$ cat config.mk
export PLATFORM = sky130hd
export DESIGN_NAME = instr_fetch
export DESIGN_NICKNAME = d
export VERILOG_FILES = /design/src/rtl/rv32i_pkg.sv /design/src/rtl/fetch_buf.sv /design/src/rtl/instr_fetch.sv
export SDC_FILE = /design/constraint.sdc
export NUM_CORES = 1
export LEC_CHECK = 0
export ABC_AREA = 1
export CORE_AREA = 5 5 181 183
export DETAILED_ROUTE_END_ITERATION = 10
export DIE_AREA = 0 0 186 188
export SETUP_SLACK_MARGIN = 0.15
export SLEW_MARGIN = 30
export SYNTH_ARGS = -nofsm -noshare
export SYNTH_HDL_FRONTEND = slang
export SYNTH_SLANG_ARGS = --single-unit
$ cat constraint.sdc
create_clock -name clk -period 6.5 [get_ports clk]
set_input_delay 1.3 -clock clk [delete_from_list [all_inputs] [get_ports clk]]
set_output_delay 1.3 -clock clk [all_outputs]
set_load 0.01 [all_outputs]
$ cat src/rtl/rv32i_pkg.sv
`default_nettype none
// +----------------------------------------------------------------------------+
// | Module      : rv32i_pkg                                                    |
// | Description : Shared fetch types and constants: PC width, NOP encoding and |
// |               the fetch-buffer entry layout.                               |
// | Revision    : 1.0                                                          |
// +----------------------------------------------------------------------------+
package rv32i_pkg;

    localparam int          c_PC_W = 32;
    localparam logic [31:0] c_NOP  = 32'h0000_0013;  // addi x0, x0, 0

    typedef struct packed {
        logic [31:0]       instr;
        logic [c_PC_W-1:0] pc;
        logic              misalign;
    } fetch_entry_t;

endpackage
`default_nettype wire

$ cat src/rtl/fetch_buf.sv
`default_nettype none
// +----------------------------------------------------------------------------+
// | Module      : fetch_buf                                                    |
// | Description : Two-entry fetch FIFO with flush; head and valid registered.  |
// | Revision    : 1.0                                                          |
// +----------------------------------------------------------------------------+
module fetch_buf
    import rv32i_pkg::*;
(
    input  logic         clk,
    input  logic         rst,
    input  logic         i_flush,
    input  logic         i_push,
    input  fetch_entry_t i_push_data,
    input  logic         i_pop,
    output logic [1:0]   o_count,
    output logic         o_valid,
    output fetch_entry_t o_head
);

    fetch_entry_t r_ent [2];
    logic [1:0]   r_count;
    logic         r_valid;
    logic         w_pop;
    logic [1:0]   w_cnt_nxt;

    assign w_pop     = i_pop && r_valid;
    assign w_cnt_nxt = r_count + {1'b0, i_push} - {1'b0, w_pop};

    // Push into a full buffer cannot occur: the issue rule reserves a slot
    // for every outstanding request.
    always_ff @(posedge clk) begin
        if (rst) begin
            r_ent[0] <= '0;
            r_ent[1] <= '0;
            r_count  <= 2'd0;
            r_valid  <= 1'b0;
        end else if (i_flush) begin
            r_count  <= 2'd0;
            r_valid  <= 1'b0;
        end else begin
            if (w_pop) begin
                r_ent[0] <= r_ent[1];
            end
            if (i_push) begin
                if (r_count == 2'd0 || (r_count == 2'd1 && w_pop)) begin
                    r_ent[0] <= i_push_data;
                end else begin
                    r_ent[1] <= i_push_data;
                end
            end
            r_count <= w_cnt_nxt;
            r_valid <= (w_cnt_nxt != 2'd0);
        end
    end

    assign o_count = r_count;
    assign o_valid = r_valid;
    assign o_head  = r_ent[0];

endmodule
`default_nettype wire

$ cat src/rtl/instr_fetch.sv
`default_nettype none
// +----------------------------------------------------------------------------+
// | Module      : instr_fetch                                                  |
// | Description : Sequential-PC instruction fetch with redirect and 2-entry    |
// |               decoupling buffer. Optional IFETCH_MISALIGN_TRAP_EN turns a  |
// |               misaligned redirect into a flagged NOP and halts fetch.      |
// | Revision    : 1.0                                                          |
// +----------------------------------------------------------------------------+
module instr_fetch
    import rv32i_pkg::*;
#(
    parameter logic [c_PC_W-1:0] RESET_PC  = 32'h0000_0000,
    parameter int                MEM_DEPTH = 1024
)(
    input  logic              clk,
    input  logic              rst,
    output logic [c_PC_W-1:0] imem_pc,
    input  logic [31:0]       imem_instr,
    input  logic              redirect_valid,
    input  logic [c_PC_W-1:0] redirect_pc,
    output logic              if_valid,
    input  logic              if_ready,
    output logic [31:0]       if_instr,
    output logic [c_PC_W-1:0] if_pc,
    output logic              if_misalign
);

    if (MEM_DEPTH < 1) begin : g_depth_chk
        $error("instr_fetch: MEM_DEPTH must be positive");
    end

    logic [c_PC_W-1:0] r_pc;
    logic [c_PC_W-1:0] r_req_pc;
    logic              r_inflight;
    logic              r_halt;

    logic [1:0]        w_count;
    logic              w_valid;
    fetch_entry_t      w_head;
    fetch_entry_t      w_push_data;
    logic              w_pop;
    logic              w_push;
    logic              w_issue;
    logic [2:0]        w_occ;
    logic [c_PC_W-1:0] w_target;
    logic              w_mis_redirect;
    logic              w_mis_push;

`ifdef IFETCH_MISALIGN_TRAP_EN
    logic r_mis_pend;
    logic r_mis_inflight;

    assign w_target       = redirect_pc;
    assign w_mis_redirect = (redirect_pc[1:0] != 2'b00);
    assign w_mis_push     = r_mis_inflight;

    // Two-stage delay so the trap entry lands with the same latency as a fetch.
    always_ff @(posedge clk) begin
        if (rst) begin
            r_mis_pend     <= 1'b0;
            r_mis_inflight <= 1'b0;
        end else if (redirect_valid) begin
            r_mis_pend     <= w_mis_redirect;
            r_mis_inflight <= 1'b0;
        end else begin
            r_mis_pend     <= 1'b0;
            r_mis_inflight <= r_mis_pend;
        end
    end
`else
    assign w_target       = redirect_pc & ~32'h0000_0003;
    assign w_mis_redirect = 1'b0;
    assign w_mis_push     = 1'b0;
`endif

    assign w_pop   = w_valid && if_ready;
    assign w_occ   = {1'b0, w_count} + {2'b00, r_inflight} - {2'b00, w_pop};
    assign w_issue = !redirect_valid && !r_halt && (w_occ <= 3'd1);
    assign w_push  = (r_inflight || w_mis_push) && !redirect_valid;

    always_comb begin
        w_push_data.instr    = imem_instr;
        w_push_data.pc       = r_req_pc;
        w_push_data.misalign = 1'b0;
        if (w_mis_push) begin
            w_push_data.instr    = c_NOP;
            w_push_data.pc       = r_pc;
            w_push_data.misalign = 1'b1;
        end
    end

    always_ff @(posedge clk) begin
        if (rst) begin
            r_pc       <= RESET_PC;
            r_req_pc   <= '0;
            r_inflight <= 1'b0;
            r_halt     <= 1'b0;
        end else if (redirect_valid) begin
            r_pc       <= w_target;
            r_inflight <= 1'b0;
            r_halt     <= w_mis_redirect;
        end else begin
            r_inflight <= w_issue;
            if (w_issue) begin
                r_req_pc <= r_pc;
                r_pc     <= r_pc + 32'd4;
            end
        end
    end

    fetch_buf u_fetch_buf (
        .clk         (clk),
        .rst         (rst),
        .i_flush     (redirect_valid),
        .i_push      (w_push),
        .i_push_data (w_push_data),
        .i_pop       (w_pop),
        .o_count     (w_count),
        .o_valid     (w_valid),
        .o_head      (w_head)
    );

    assign imem_pc     = r_pc;
    assign if_valid    = w_valid;
    assign if_instr    = w_head.instr;
    assign if_pc       = w_head.pc;
    assign if_misalign = w_head.misalign;

endmodule
`default_nettype wire

==> flow_metrics.env <==
export IMPL_outcome="completed"
export IMPL_path_class="input pin to flop"
export IMPL_placed_cells=1465
export IMPL_yosysMostFrequentCell="nor2_1"
export IMPL_worstPathArrival_ns=4.53
export IMPL_cts_setup_buffers=0
export IMPL_clock_sinks=188
export IMPL_drt_first_iter_violations=445
export IMPL_overflow=0
export IMPL_die_y_um=188
export IMPL_syn_to_final_growth_pct=22.5
export IMPL_start_util=0.294
export IMPL_crit_family="buffers and inverters"
export IMPL_synth_area_mm2=0.00915
export IMPL_place_hpwl_um=16000
export IMPL_final_nets=1156
export IMPL_setup_ws_ns=2.30
export IMPL_grt_max_degree=76
export IMPL_crit_path_start_kind="input pin"
export IMPL_clkTransAtPathRegs_ns=0.09
export IMPL_critPathMaxFanout=75
export IMPL_critPathBufInv=6
export IMPL_critPathSlowestCell="buf_4"
export IMPL_holdWs_ns=0.484
export IMPL_clkLatencyLatePin_ns=0.44
export IMPL_num_rows=65
export IMPL_worstPathRequired_ns=6.83
export IMPL_maxCapViolCount=0
export IMPL_powerDensity_mw_per_mm2=240
export IMPL_ys_seq_area_frac=0.547
export IMPL_firstDrtPassIters=5
export IMPL_avgSynthCellArea_um2=9.08
export IMPL_max_freq_mhz=238
export IMPL_holdCritStartpoint="r_req_pc[3]"
export IMPL_syn_inst=1007
export IMPL_cts_resized=0
export IMPL_yosys_warnings=0
export IMPL_synth_edf_count=124
export IMPL_tns_ns=0
export IMPL_hold_viol=0
export IMPL_r2r_start="u_fetch_buf.o_valid"
export IMPL_antenna_found_initial=0
export IMPL_clock_skew_ns=0.0159
export IMPL_setup_viol=0
export IMPL_diodes=0
export IMPL_finalCriticalPeriod_ns=4.20
export IMPL_cts_buffers=17
export IMPL_slew_viol_final=0
export IMPL_drive_gt1_frac=0.0804
export IMPL_via_per_inst=4.54
export IMPL_hp_class="flop to flop"
export IMPL_clock_path_buffers=2
export IMPL_final_cells=1497
export IMPL_ctsHtreeMaxLevel=4
export IMPL_critPathLaunch="if_ready"
export IMPL_place_ws_ns=1.87
export IMPL_peakVddDrop_mv=0.167
export IMPL_yosys_area_top_type="edfxtp_1"
export IMPL_leakagePower_uw=0.00428
export IMPL_wl_per_cell_um=15.1
export IMPL_drc=0
export IMPL_coreArea_mm2=0.0311
export IMPL_die_area_mm2=0.0350
export IMPL_synthTopCellsByArea="edfxtp_1, dfxtp_1, nor2_1"
export IMPL_synthFlopType="edfxtp_1"
export IMPL_ys_types=32
export IMPL_yosys_area_top_type_share=0.407
export IMPL_grt_use_total=0.128
export IMPL_gp_congestion=0.852
export IMPL_rsz0062_at_grt="no"
export IMPL_cts_tree="built"
export IMPL_holdBufCountCts=0
export IMPL_drtAntennaViolNets=0
export IMPL_portBuffers=158
export IMPL_wirelength_um=22600
export IMPL_slew_headroom=0.411
export IMPL_period_share=0.645
export IMPL_vias=6789
export IMPL_grt_pass1_wl_um=35200
export IMPL_synthTopCellsByCount="nor2_1, inv_1, nand2_1"
export IMPL_crit_chain="clkdlybuf4s50_1, nand2_1, inv_1, ha_1, inv_1, ha_1, fa_1, inv_2, nand4_2, buf_4, inv_2, nand2_1, a21oi_1, o21ai_0, nand2_1"
export IMPL_end_kind="flop"
export IMPL_async_flop_share=0
export IMPL_slowest_delay_ns=0.64
export IMPL_crit_top_cell="nand2_1"
export IMPL_dieWidth_um=186
export IMPL_ys_ff_latch=188
export IMPL_worst_pin_slew_ns=0.880
export IMPL_grt_pass1_vias=6349
export IMPL_ios=166
export IMPL_cts_root_buf="clkbuf_16"
-- cells in the final DEF (no fill, tap or decap), types with 2 or more instances in the layout --
cell,Yosys,routed
a211oi_1,12,12
clkbuf_16,0,17
xor2_1,3,3
nand2_1,136,135
inv_4,0,3
inv_1,138,138
buf_4,75,9
a211oi_2,26,26
nor2_4,2,3
xnor2_1,3,3
dfxtp_1,64,64
nand2_2,1,2
nand3_1,47,47
ha_1,5,5
inv_6,0,2
a21oi_1,63,63
o21ai_1,8,8
o21ai_0,32,31
clkdlybuf4s50_1,0,158
edfxtp_1,124,124
inv_2,7,6
nor2_2,5,5
clkinv_4,0,5
inv_8,0,3
conb_1,1,5
nor2_1,156,155
o22ai_1,41,41
a31oi_1,8,8
nand4_1,3,3
-- final timing paths --
path	slack, ns	cells past startpoint	endpoint
max reg2reg	3.20	14	imem_pc[13]
min reg2reg	0.48	2	r_req_pc[3]
min	0.48	2	r_req_pc[3]
max	2.30	15	imem_pc[13]
-- per-stage QoR --
stage / total power [uW] / cell area, um^2 / util
5_1_grt: 2800 / 11200 / 0.361
6_report: 2690 / 11200 / 0.361
4_1_cts: 2730 / 11200 / 0.361
2_1_floorplan: 1540 / 9160 / -
3_3_place_gp: 1660 / 10600 / 0.341
3_5_place_dp: 1660 / 10600 / 0.341
-- cells by family (layout without fill, tap and decap cells) --
| kind of cell | count (synthesis) | count (layout) | share of synthesized area |
|---|---|---|---|
| fa+ha+maj | 6 | 6 | 0.00903 |
| buf+inv | 262 | 346 | 0.144 |
| simple gates | 351 | 351 | 0.156 |
| xor+xnor | 6 | 6 | 0.00575 |
| flops | 188 | 188 | 0.547 |
| other cells | 1 | 5 | 0.000410 |
| compound gates | 193 | 193 | 0.138 |
-- cell type report --
class | instances | area (um^2)
tap | 402 | 503
timing repair buffer | 169 | 1700
sequential | 188 | 5000
multi-input combinational | 561 | 2860
fill | 3133 | 19900
inverter | 145 | 547
clock buffer | 17 | 425
clock inverter | 15 | 171
-- where the power goes --
group / leakage, uW / switching (uW) / total, uW / internal [uW]
Combinational: 0.00217 / 151 / 272 / 121
Clock: 0.000300 / 493 / 1060 / 564
Sequential: 0.00181 / 31.9 / 1360 / 1330
-- registers in the layout, summed over array words and instances, names as in the netlist --
register,cells
u_fetch_buf.r_ent,124
imem_pc,30
r_req_pc,30
u_fetch_buf.o_count,2
r_inflight,1
u_fetch_buf.o_valid,1
-- metal layers --
layer  vias up  routed length [um]  track usage
met1      3150               10900        0.184
met5         -                   0            0
met3        19                1610       0.0343
met4         0                 302       0.0317
li1       3404                   -            -
met2       216                9800        0.192
-- worst register-to-register path: cells and delay by family, from the launching register on --
kind / cells / cell delay, ns
AO/OA/AOI/OAI: 2 / 0.13
adder cells (fa/ha/maj): 3 / 0.96
buffers and inverters: 5 / 1.12
flip-flops: 1 / 0.36
AND/OR/NAND/NOR: 4 / 0.65
(Power assumes the default switching activity.)
